<file path="config.mk">
export PLATFORM = sky130hd
export DESIGN_NAME = hdmi_mode_sequencer
export DESIGN_NICKNAME = d
export VERILOG_FILES = /design/src/rtl/hdmi_mode_sequencer.sv
export SDC_FILE = /design/constraint.sdc
export NUM_CORES = 1
export LEC_CHECK = 0
export BUFFER_PORTS_ARGS = -buffer_cell sky130_fd_sc_hd__buf_2
export CAP_MARGIN = 20
export CORE_ASPECT_RATIO = 0.7
export CORE_UTILIZATION = 41
export DETAILED_ROUTE_END_ITERATION = 10
export GPL_ROUTABILITY_DRIVEN = 0
export PLACE_DENSITY_LB_ADDON = 0.3
export SYNTH_ARGS = -nofsm -noshare
export SYNTH_HDL_FRONTEND = slang
export SYNTH_SLANG_ARGS = --single-unit
</file>
<file path="constraint.sdc">
create_clock -name CLK -period 1.77 [get_ports CLK]
set_input_delay 0.354 -clock CLK [delete_from_list [all_inputs] [get_ports CLK]]
set_output_delay 0.354 -clock CLK [all_outputs]
set_load 0.05 [all_outputs]
</file>
<file path="src/rtl/hdmi_mode_sequencer.sv">
// Configures the HDMI timing generator from a built-in mode table: pulses the
// I2C mux reset, then presents one setup request over a four-phase ENA/ACK handshake.
`timescale 1ns/1ps
module hdmi_mode_sequencer #(
    parameter int unsigned RESET_CYCLES = 16,
    parameter int unsigned ACK_TIMEOUT  = 1024
) (
    input  logic        CLK,
    input  logic        nRST,
    input  logic        start__ENA,
    input  logic [1:0]  start_mode,
    output logic        start__RDY,
    output logic        done__ENA,
    output logic [1:0]  done_status,
    output logic        busy,
    output logic        mux_reset_n,
    output logic        setup__ENA,
    output logic [15:0] setup_ahEnd,
    output logic [15:0] setup_ahFrontEnd,
    output logic [15:0] setup_avEnd,
    output logic [15:0] setup_avFrontEnd,
    output logic [7:0]  setup_ahBackSync,
    output logic [7:0]  setup_ahSyncWidth,
    output logic [7:0]  setup_avBackSync,
    output logic [7:0]  setup_avSyncWidth,
    input  logic        setup__ACK
);

    localparam int unsigned CNT_MAX  = (RESET_CYCLES > ACK_TIMEOUT) ? RESET_CYCLES : ACK_TIMEOUT;
    localparam int unsigned CNT_W    = $clog2(CNT_MAX);
    localparam int unsigned FIELDS_W = 96;

    localparam logic [CNT_W-1:0] RST_LAST = CNT_W'(RESET_CYCLES - 1);
    localparam logic [CNT_W-1:0] ACK_LAST = CNT_W'(ACK_TIMEOUT - 1);

    localparam logic [1:0] ST_OK    = 2'd0;
    localparam logic [1:0] ST_BAD   = 2'd1;
    localparam logic [1:0] ST_TMO   = 2'd2;
    localparam logic [1:0] MODE_BAD = 2'd3;

    typedef enum logic [2:0] {
        S_IDLE,
        S_MUXRST,
        S_SETUP,
        S_WAITCLR,
        S_DONE
    } state_t;

    state_t              state_q, state_d;
    logic [CNT_W-1:0]    cnt_q, cnt_d;
    logic [1:0]          mode_q, mode_d;
    logic [1:0]          status_d;
    logic                mux_d;
    logic [FIELDS_W-1:0] fields_q, fields_d;

    assign start__RDY = (state_q == S_IDLE) && !setup__ACK;
    assign busy       = (state_q != S_IDLE);

    // Next-state, counter and status selection
    always_comb begin
        state_d  = state_q;
        cnt_d    = cnt_q;
        mode_d   = mode_q;
        status_d = ST_OK;
        mux_d    = mux_reset_n;
        case (state_q)
            S_IDLE: begin
                if (start__ENA && start__RDY) begin
                    mode_d = start_mode;
                    cnt_d  = '0;
                    if (start_mode == MODE_BAD) begin
                        state_d  = S_DONE;
                        status_d = ST_BAD;
                    end else begin
                        state_d = S_MUXRST;
                        mux_d   = 1'b0;
                    end
                end
            end
            S_MUXRST: begin
                if (cnt_q == RST_LAST) begin
                    state_d = S_SETUP;
                    cnt_d   = '0;
                    mux_d   = 1'b1;
                end else begin
                    cnt_d = cnt_q + CNT_W'(1);
                end
            end
            S_SETUP: begin
                // An ACK arriving on the terminal count takes priority over the timeout
                if (setup__ACK) begin
                    state_d = S_WAITCLR;
                    cnt_d   = '0;
                end else if (cnt_q == ACK_LAST) begin
                    state_d  = S_DONE;
                    status_d = ST_TMO;
                end else begin
                    cnt_d = cnt_q + CNT_W'(1);
                end
            end
            S_WAITCLR: begin
                if (!setup__ACK) begin
                    state_d  = S_DONE;
                    status_d = ST_OK;
                end else if (cnt_q == ACK_LAST) begin
                    state_d  = S_DONE;
                    status_d = ST_TMO;
                end else begin
                    cnt_d = cnt_q + CNT_W'(1);
                end
            end
            S_DONE: begin
                state_d = S_IDLE;
                cnt_d   = '0;
            end
            default: begin
                state_d = S_IDLE;
                cnt_d   = '0;
            end
        endcase
    end

    // Timing fields are driven only while the setup request is up
    always_comb begin
        fields_d = '0;
        if (state_d == S_SETUP) begin
            case (mode_q)
                2'd0:    fields_d = {16'd800,  16'd656,  16'd525,  16'd490,  8'd48,  8'd96, 8'd33, 8'd2};
                2'd1:    fields_d = {16'd1650, 16'd1390, 16'd750,  16'd725,  8'd220, 8'd40, 8'd20, 8'd5};
                2'd2:    fields_d = {16'd2200, 16'd2008, 16'd1125, 16'd1084, 8'd148, 8'd44, 8'd36, 8'd5};
                default: fields_d = '0;
            endcase
        end
    end

    always_ff @(posedge CLK or negedge nRST) begin
        if (!nRST) begin
            state_q     <= S_IDLE;
            cnt_q       <= '0;
            mode_q      <= '0;
            mux_reset_n <= 1'b0;
            setup__ENA  <= 1'b0;
            done__ENA   <= 1'b0;
            done_status <= ST_OK;
            fields_q    <= '0;
        end else begin
            state_q     <= state_d;
            cnt_q       <= cnt_d;
            mode_q      <= mode_d;
            mux_reset_n <= mux_d;
            setup__ENA  <= (state_d == S_SETUP);
            done__ENA   <= (state_d == S_DONE);
            done_status <= status_d;
            fields_q    <= fields_d;
        end
    end

    assign setup_ahEnd       = fields_q[95:80];
    assign setup_ahFrontEnd  = fields_q[79:64];
    assign setup_avEnd       = fields_q[63:48];
    assign setup_avFrontEnd  = fields_q[47:32];
    assign setup_ahBackSync  = fields_q[31:24];
    assign setup_ahSyncWidth = fields_q[23:16];
    assign setup_avBackSync  = fields_q[15:8];
    assign setup_avSyncWidth = fields_q[7:0];

endmodule

</file>
==> results.cfg <==
[yosys]
syn_area_sq_um = 2090
ys_seq_elements = 27
yosysWarnings = 0
synthCells = 230
ys_seq_area_frac = 0.324
synth.avg_cell_area_sq_um = 9.07
synth_cell_types = 44

[power_and_ir_drop]
power.share.sequential = 0.275
pwr_density_cell_nw_per_um2 = 1360
clockPowerShare = 0.119
p_leak_nw = 1.30
p_int_w = 0.00145
switching_power_w = 0.00162
vdd_drop_max_mv = 0.729
swShare = 0.527
p_comb_frac = 0.606

[timing]
slew_violations = 0
fmax_ghz = 0.546
post-route-min-period_ns = 1.83
fin_hold_ws_ns = 0.0796
period_share = 1.04
relSlewSlack = 0.585
hold_viol = 0
fin_skew_ns = 0.00705
setup_slack_ns = -0.0623
setup_viol = 8
rsz0062_at_grt = yes
tightest_slew_ns = 0.623

[critical_path]
end_kind = register
critPathRequiredTime_ns = 2.00
crit_chain = or4_4, o31ai_4, o211ai_4, nor3_4, o21a_1
worstPathArrival_ns = 2.06
r2r-start = cnt_q[8]
max_stage_delay_ns = 0.59
worst-path-max-fanout = 4
rr_endpoint = fields_q[73]
crit_buf_inv = 0
reg2regPathDepth = 5
critical-path-top-delay-family = simple AND/OR/NAND/NOR gates
regToRegSetupSlack_ns = -0.06
start_kind = register
critPathKind = register to register
cp_slowest_cell = or4_4

[finish]
nFillCells = 480
multi_input_area_sq_um = 886
nets = 289
design_area_sq_um = 2270
drive_gt1_frac = 0.402
ff_latch_area_sq_um = 677
antenna_cells = 0
syn_to_final_growth_pct = 8.70

[global_routing]
grt_max_degree = 28
grt_util_all_layers = 0.150
grt-ovfl-total = 0
grt_pass1_vias = 1186
grt_busiest_layer = met2
globalRouteMet3Util = 0.0295
grt.met1_usage = 0.223
use_met2 = 0.227
grt_pass1_wl_um = 6080
antenna_found_initial = 0

[routing]
via_per_inst = 4.45
ant_nets = 0
drt_iter0_drc = 87
wl_um = 4070
vias = 1536
drcViolationCount = 0
dr.pass1.iters = 4
routedWlPerCell_um = 11.8

[clocking]
cts-resized-gates = 3
cts_root_buffer = clkbuf_8
clkLatencyLatePin_ns = 0.28
clkTransAtPathRegs_ns = 0.10
cts_buffers = 3
tritoncts = done
cts_max_level = 1
post_cts_buffers = 0
cts.sinks = 27
cts_max_path_buffers = 2
hold_buffers = 0

[run_status]
status = finished, violations left
violations = negative setup slack

[die]
initial_core_util = 0.431
dieArea_sq_um = 5380
core_area_sq_um = 4830
placementRows = 21
ios = 109
die_x_um = 87.3
chipHeight_um = 61.7

[job]
cap_viol_max_count = 0

[place]
port_buffers = 69
hpwlAfterDp_um = 3220
placed_cell_area_sq_um = 2190

[worst_hold_path]
min_path_type = input pin to asynchronous set/reset pin
## per-stage QoR
step | util | setup TNS (ns) | cells | total power, W | setup WS (ns)
after detailed placement | 0.453 | -0.441 | 341 | 0.00265 | -0.0791
after global placement | 0.453 | -0.0273 | 341 | 0.00264 | -0.0206
after floorplan | - | 0 | 268 | 0.00235 | 0.0270
after CTS | 0.464 | -0.501 | 345 | 0.00304 | -0.0757
final | 0.469 | -0.294 | 345 | 0.00307 | -0.0623
after global routing | 0.469 | -1.21 | 345 | 0.00325 | -0.151
## logic make-up after synthesis
kind of cell / Yosys count / share of synthesized area
buffers and inverters: 98 / 0.340
and+or+nand+nor: 57 / 0.155
AOI/OAI and AO/OA: 39 / 0.133
DFF: 27 / 0.324
adders and majority gates: 6 / 0.0360
muxes: 2 / 0.0108
other: 1 / 0.00180
## routing by layer
layer  up-vias  share of wire
met5         -              0
met2        75           0.43
met4         0         0.0088
met3         4          0.064
li1        741              -
met1       716           0.50
## area by class of cell
cell class / count / area share
clock buffers: 4 / 0.0199
inverters: 6 / 0.00993
multi-input cells: 143 / 0.391
flip-flops and latches: 27 / 0.299
well taps: 69 / 0.0381
repair buffers: 96 / 0.243
## sequential cells by signal, indices dropped and copies added (netlist names)
name         cells
done_status      2
mux_reset_n      1
mode_q           2
setup__ENA       1
cnt_q           10
done__ENA        1
state_q          3
fields_q         7
## power by group through the flow
stage / Sequential (W) / Clock (W) / Combinational [W]
after global placement: 0.000840 / 0 / 0.00179
after CTS: 0.000832 / 0.000375 / 0.00183
after global routing: 0.000866 / 0.000394 / 0.00199
after detailed placement: 0.000841 / 0 / 0.00181
after floorplan: 0.000911 / 0 / 0.00144
final: 0.000846 / 0.000366 / 0.00186
## cells in the final DEF, fill, tap and decap left out, types with 2 or more instances in the layout
cell type  count
a211o_1        2
a21oi_1        9
a22o_1         2
a31oi_1        3
and2_1         5
and3_1         2
buf_2         68
buf_4         28
clkbuf_8       3
conb_1        39
dfrtp_1       26
ha_1           6
inv_1          6
mux2_1         2
nand2_1        9
nand2b_1       4
nand3_1        8
nand4_1        2
nor2_1         7
nor2_2         2
nor2b_1        4
nor3_1         2
nor3_4         2
o21a_1         2
o21ai_0        4
o21ai_1        6
## Yosys cell counts
cell / instances / area share
buf_6: 1 / 0.0054
o21a_1: 2 / 0.0072
or3_1: 1 / 0.0030
inv_1: 6 / 0.011
o21ai_0: 4 / 0.0096
and4_1: 1 / 0.0042
nand2b_1: 4 / 0.012
a22o_1: 2 / 0.0084
nor2_2: 1 / 0.0030
o31ai_1: 1 / 0.0036
nand4bb_1: 1 / 0.0054
nand4_1: 2 / 0.0060
or2_1: 1 / 0.0030
ha_1: 6 / 0.036
o211ai_4: 1 / 0.010
and2_1: 5 / 0.015
o41ai_1: 1 / 0.0042
nor3_1: 4 / 0.0096
or4_4: 1 / 0.0054
o211ai_1: 1 / 0.0036
and3_1: 2 / 0.0060
a21o_1: 1 / 0.0036
a32o_1: 1 / 0.0048
a2bb2oi_1: 1 / 0.0042
conb_1: 1 / 0.0018
dfrtp_1: 27 / 0.32
a41oi_1: 1 / 0.0042
o22ai_1: 1 / 0.0030
buf_4: 89 / 0.32
nor3b_1: 1 / 0.0036
o21ai_1: 6 / 0.014
o31ai_4: 1 / 0.010
nor2_1: 9 / 0.016
a31oi_1: 3 / 0.0090
nand4b_1: 1 / 0.0042
nand3_1: 8 / 0.019
a21oi_1: 10 / 0.024
mux2_1: 2 / 0.011
nand2_1: 9 / 0.016
nor2b_1: 4 / 0.012
clkbuf_1: 2 / 0.0036
nor4_1: 1 / 0.0030
a211o_1: 2 / 0.0084
nor3_4: 1 / 0.0078
## worst max path at each step
stage	startpoint	to	slack [ns]	cells past startpoint
after floorplan	cnt_q[0]	fields_q[73]	0.03	6
after global placement	cnt_q[8]	fields_q[73]	-0.02	5
after detailed placement	cnt_q[8]	cnt_q[9]	-0.08	5
after CTS	cnt_q[8]	fields_q[73]	-0.08	5
after global routing	cnt_q[8]	fields_q[73]	-0.15	5
final	cnt_q[8]	fields_q[73]	-0.06	5
No activity file was read; power rests on OpenSTA's default activity.
